$ cat config.mk
export PLATFORM = sky130hd
export DESIGN_NAME = apb_initiator
export DESIGN_NICKNAME = d
export VERILOG_FILES = /design/src/rtl/apb_initiator.sv
export SDC_FILE = /design/constraint.sdc
export NUM_CORES = 1
export LEC_CHECK = 0
export BUFFER_PORTS_ARGS = -buffer_cell sky130_fd_sc_hd__buf_2
export CAP_MARGIN = 20
export CELL_PAD_IN_SITES_DETAIL_PLACEMENT = 1
export CELL_PAD_IN_SITES_GLOBAL_PLACEMENT = 2
export CORE_UTILIZATION = 23
export CTS_CLUSTER_SIZE = 25
export DETAILED_ROUTE_END_ITERATION = 7
export HOLD_SLACK_MARGIN = 0.1
export PLACE_DENSITY_LB_ADDON = 0.1
export REMOVE_ABC_BUFFERS = 1
export SLEW_MARGIN = 20
export SYNTH_ARGS = -nofsm -noshare
export SYNTH_HDL_FRONTEND = slang
export SYNTH_SLANG_ARGS = --single-unit
export TNS_END_PERCENT = 20
$ cat constraint.sdc
create_clock -name clk_i -period 1.5 [get_ports clk_i]
set_input_delay 0 -clock clk_i [delete_from_list [all_inputs] [get_ports clk_i]]
set_output_delay 0 -clock clk_i [all_outputs]
set_load 0.01 [all_outputs]
$ cat src/rtl/apb_initiator.sv
// Single-outstanding APB master: turns a valid/ready request into one APB
// transfer and returns the result on a valid/ready response channel.
module apb_initiator #(
  parameter int ADDR_WIDTH     = 32,
  parameter int DATA_WIDTH     = 32,
  parameter int TIMEOUT_CYCLES = 0,
  localparam int STRB_WIDTH    = DATA_WIDTH / 8
) (
  input  logic                  clk_i,
  input  logic                  rst_i,

  input  logic                  req_valid_i,
  output logic                  req_ready_o,
  input  logic [ADDR_WIDTH-1:0] req_addr_i,
  input  logic                  req_write_i,
  input  logic [DATA_WIDTH-1:0] req_wdata_i,
  input  logic [STRB_WIDTH-1:0] req_strb_i,
  input  logic [2:0]            req_prot_i,

  output logic                  rsp_valid_o,
  input  logic                  rsp_ready_i,
  output logic [DATA_WIDTH-1:0] rsp_rdata_o,
  output logic                  rsp_err_o,
  output logic                  rsp_timeout_o,

  output logic [ADDR_WIDTH-1:0] paddr_o,
  output logic [2:0]            pprot_o,
  output logic                  psel_o,
  output logic                  penable_o,
  output logic                  pwrite_o,
  output logic [DATA_WIDTH-1:0] pwdata_o,
  output logic [STRB_WIDTH-1:0] pstrb_o,
  input  logic                  pready_i,
  input  logic [DATA_WIDTH-1:0] prdata_i,
  input  logic                  pslverr_i
);

  typedef enum logic [1:0] {
    S_IDLE,
    S_SETUP,
    S_ACCESS,
    S_RESP
  } state_t;

  localparam int CNT_W = (TIMEOUT_CYCLES > 0) ? $clog2(TIMEOUT_CYCLES + 1) : 1;
  localparam logic [CNT_W-1:0] CNT_MAX  = '1;
  localparam logic [CNT_W:0]   TO_LIMIT = (CNT_W + 1)'(TIMEOUT_CYCLES);

  state_t                state_q, state_d;
  logic [ADDR_WIDTH-1:0] addr_q, addr_d;
  logic                  write_q, write_d;
  logic [DATA_WIDTH-1:0] wdata_q, wdata_d;
  logic [STRB_WIDTH-1:0] strb_q, strb_d;
  logic [2:0]            prot_q, prot_d;
  logic [DATA_WIDTH-1:0] rdata_q, rdata_d;
  logic                  err_q, err_d;
  logic                  timeout_q, timeout_d;
  logic [CNT_W-1:0]      cnt_q, cnt_d;
  logic [CNT_W:0]        cnt_inc;

  assign cnt_inc = {1'b0, cnt_q} + {{CNT_W{1'b0}}, 1'b1};

  always_comb begin
    state_d   = state_q;
    addr_d    = addr_q;
    write_d   = write_q;
    wdata_d   = wdata_q;
    strb_d    = strb_q;
    prot_d    = prot_q;
    rdata_d   = rdata_q;
    err_d     = err_q;
    timeout_d = timeout_q;
    cnt_d     = cnt_q;

    unique case (state_q)
      S_IDLE: begin
        if (req_valid_i) begin
          addr_d  = req_addr_i;
          write_d = req_write_i;
          wdata_d = req_wdata_i;
          strb_d  = req_write_i ? req_strb_i : '0;
          prot_d  = req_prot_i;
          cnt_d   = '0;
          state_d = S_SETUP;
        end
      end
      S_SETUP: state_d = S_ACCESS;
      S_ACCESS: begin
        if (pready_i) begin
          rdata_d   = (!write_q && !pslverr_i) ? prdata_i : '0;
          err_d     = pslverr_i;
          timeout_d = 1'b0;
          state_d   = S_RESP;
        end else begin
          if (cnt_q != CNT_MAX) cnt_d = cnt_q + 1'b1;
          // The T-th wait cycle is the last one: ACCESS lasts exactly T cycles.
          if (TIMEOUT_CYCLES > 0 && cnt_inc == TO_LIMIT) begin
            rdata_d   = '0;
            err_d     = 1'b1;
            timeout_d = 1'b1;
            state_d   = S_RESP;
          end
        end
      end
      S_RESP: if (rsp_ready_i) state_d = S_IDLE;
      default: state_d = S_IDLE;
    endcase
  end

  always_ff @(posedge clk_i) begin
    if (rst_i) begin
      state_q   <= S_IDLE;
      addr_q    <= '0;
      write_q   <= 1'b0;
      wdata_q   <= '0;
      strb_q    <= '0;
      prot_q    <= '0;
      rdata_q   <= '0;
      err_q     <= 1'b0;
      timeout_q <= 1'b0;
      cnt_q     <= '0;
    end else begin
      state_q   <= state_d;
      addr_q    <= addr_d;
      write_q   <= write_d;
      wdata_q   <= wdata_d;
      strb_q    <= strb_d;
      prot_q    <= prot_d;
      rdata_q   <= rdata_d;
      err_q     <= err_d;
      timeout_q <= timeout_d;
      cnt_q     <= cnt_d;
    end
  end

  assign req_ready_o   = (state_q == S_IDLE);
  assign psel_o        = (state_q == S_SETUP) || (state_q == S_ACCESS);
  assign penable_o     = (state_q == S_ACCESS);
  assign rsp_valid_o   = (state_q == S_RESP);
  assign rsp_rdata_o   = rdata_q;
  assign rsp_err_o     = err_q;
  assign rsp_timeout_o = timeout_q;
  assign paddr_o       = addr_q;
  assign pwrite_o      = write_q;
  assign pwdata_o      = wdata_q;
  assign pstrb_o       = strb_q;
  assign pprot_o       = prot_q;

endmodule

==> reports/metrics.yaml <==
timing:
  fin_crit_sh: 0.943
  hold_viol_final: 0
  setup_viol: 0
  setup_tns_ps: 0
  finClkSkew_ps: 5.33
  slew_viol_final: 0
  setup_ws_ps: 85.4
  whs_ps: 114
  fmax_ghz: 0.707
  min_period_ps: 1410
  rsz0062_at_grt: "no"
critical_path:
  r2r_start: "state_q[0]$_SDFFE_PP0P_"
  worstSetupPathType: "reg -> reg"
  cpPeakStageDelay_ps: 350
  r2r_cells: 6
  path_cells: "inv_2 -> ha_4 -> and4bb_2 -> clkbuf_16 -> a22oi_1 -> nor2_1"
  critPathRequiredTime_ps: 1720
  critPathLaunchType: "flop"
  crit_arrival_ps: 1630
  worstPathMaxFanout: 16
  critPathSlowestCell: "dfxtp_1"
  path_buf_inv: 2
  reg2reg_to: "rsp_rdata_o[31]$_SDFFE_PP0P_"
  reg2reg_slack_ps: 90
  cp_top_family: "flip-flops"
  cp-end-kind: "flop"
logic_synthesis:
  yosysTopAreaCell: "dfxtp_1"
  async_flop_share: 0
  ys_ff_latch: 107
  ys_top_cells_by_area: "dfxtp_1 56%, nand2_1 14%, a21oi_1 9.6%"
  ys.flop_type: "dfxtp_1"
  synth_edf_count: 0
  synthTopCellsByCount: "143 x nand2_1, 107 x dfxtp_1, 73 x a21oi_1, 32 x nor2_1, 25 x a22oi_1"
  ys_types: 24
  synth.avg_cell_area_um2: 8.58
  synth_area_um2: 3810
  yosys.area.top_type_share: 0.562
  postSynthCellCount: 444
  synth_warnings: 0
  synth_seq_area_share: 0.562
  yosysMostFrequentCell: "nand2_1"
cells_and_area:
  final_util: 0.409
  final_nets: 873
  drive_gt1_frac: 0.341
  antenna_cells: 0
  areaGrowthSynthToFinish_pct: 72.0
  final_area_um2: 6550
  layout.cells.non_filler: 981
floorplan:
  ios: 220
  coreArea_um2: 16000
  dieArea_um2: 17100
  std_cell_rows: 46
  fp.dieH_um: 131
  die_w_um: 131
  start_util: 0.238
cts:
  htreeDepth: 3
  insertion_delay_ps: 340
  clk_pin_slew_ps: 70
  cts-root-buf: "clkbuf_16"
  numCtsBuffers: 9
  cts.sinks: 107
  cts_buffer_depth: 2
  cts_tree: "done"
  cts_setup_buffers: 0
placement:
  dpl_cell_area_um2: 5120
  dpl_worst_slack_ps: 7.90
  io_buffer_count: 218
  dp.cells: 856
  gp_congestion: 0.705
  dp_hpwl_mm: 9.03
global_routing:
  antenna_found_initial: 0
  grt_overflow: 0
  grt_pass1_vias: 4332
  grt_pass1_wl_mm: 20.8
  grt_max_degree: 50
  grtUsageTotal: 0.158
power:
  p_leak_nw: 3.01
  pwr_density_cell_nw_per_um2: 1250
  total_power_mw: 8.21
  irDropWorstVdd_mv: 0.527
routing:
  ant_nets: 0
  avgViaCountPerCell: 4.30
  drc: 0
  via_count: 4216
  wirelength_mm: 14.1
  drt_iter0_drc: 102
  wl_per_cell_um: 14.4
  drtPass1Iterations: 4
min_path:
  holdPathEnd: "state_q[1]$_SDFFE_PP0P_"
  hold_path.class: "in -> reg"
  hp-start: "req_valid_i"
  hold_depth: 3
job:
  drv_cap: 0
run_status:
  outcome: "completed"
==> flip-flops by register name, indices dropped and copies added, names as in the netlist <==
register     flops
rsp_err_o        1
pprot_o          3
pwrite_o         1
pstrb_o          4
rsp_rdata_o     32
paddr_o         32
pwdata_o        32
state_q          2
==> layout by cell type, fill, tap and decap left out, types with 2 or more instances in the layout <==
master	instances
a21oi_1	73
a22oi_1	24
a22oi_2	8
buf_12	5
buf_2	217
buf_4	6
buf_6	3
clkbuf_1	3
clkbuf_16	11
clkbuf_8	2
clkinv_2	2
dfxtp_1	106
dlygate4sd3_1	107
inv_1	2
nand2_1	143
nand3_1	5
nor2_1	32
nor2b_1	3
==> how the worst max path moves through the flow <==
stage,from,end,depth (start not counted)
floorplan,state_q[0]$_SDFFE_PP0P_,pstrb_o[0]$_SDFFE_PP0P_,5
global placement,state_q[0]$_SDFFE_PP0P_,rsp_rdata_o[12]$_SDFFE_PP0P_,6
detailed placement,state_q[0]$_SDFFE_PP0P_,rsp_rdata_o[4]$_SDFFE_PP0P_,6
CTS,state_q[0]$_SDFFE_PP0P_,rsp_rdata_o[4]$_SDFFE_PP0P_,6
global route,state_q[0]$_SDFFE_PP0P_,rsp_rdata_o[28]$_SDFFE_PP0P_,6
finish,state_q[0]$_SDFFE_PP0P_,rsp_rdata_o[31]$_SDFFE_PP0P_,6
==> report_power, final <==
group | switching [mW] | internal (mW) | leakage [nW]
logic | 1.35 | 1.10 | 2.00
registers | 0.215 | 3.28 | 0.873
clock network | 1.05 | 1.22 | 0.137
==> per-layer routing <==
metal	wire length, µm	share of wire	vias to the layer above	GRT usage
li1	-	-	2093	-
met1	6040	0.43	1975	0.175
met2	6860	0.49	134	0.283
met3	993	0.070	14	0.0537
met4	216	0.015	0	0.0521
met5	0	0	-	0
==> what timing repair did <==
item	4_1_cts	5_1_grt
gates cloned	0	2
setup endpoints to repair	1	56
hold endpoints to repair	105	0
hold buffers	107	0
resized for setup	1	10
pin swaps	0	1
==> logic make-up (layout without fill, tap and decap cells) <==
kind of cell | count (synthesis) | in the layout | share of synthesized area
fa+ha+maj | 3 | 3 | 0.00986
flops | 107 | 107 | 0.562
other cells | 1 | 1 | 0.000985
simple gates | 186 | 186 | 0.191
compound gates | 109 | 109 | 0.177
buf+inv | 38 | 359 | 0.0588
==> final cells by class <==
type                       instances  area (µm²)
clock buffer                      14         264
clock inverter                     2        10.0
fill                            1936        9450
inverter                           3        11.3
multi-input combinational        299        1470
sequential                       107        2140
tap                              216         270
timing repair buffer             340        2390
==> tightest hold or removal path: stages <==
cell and delay (ps):
buf_2 120, nor2b_1 200, o41ai_1 110
Power figures use the tool's default switching activity.
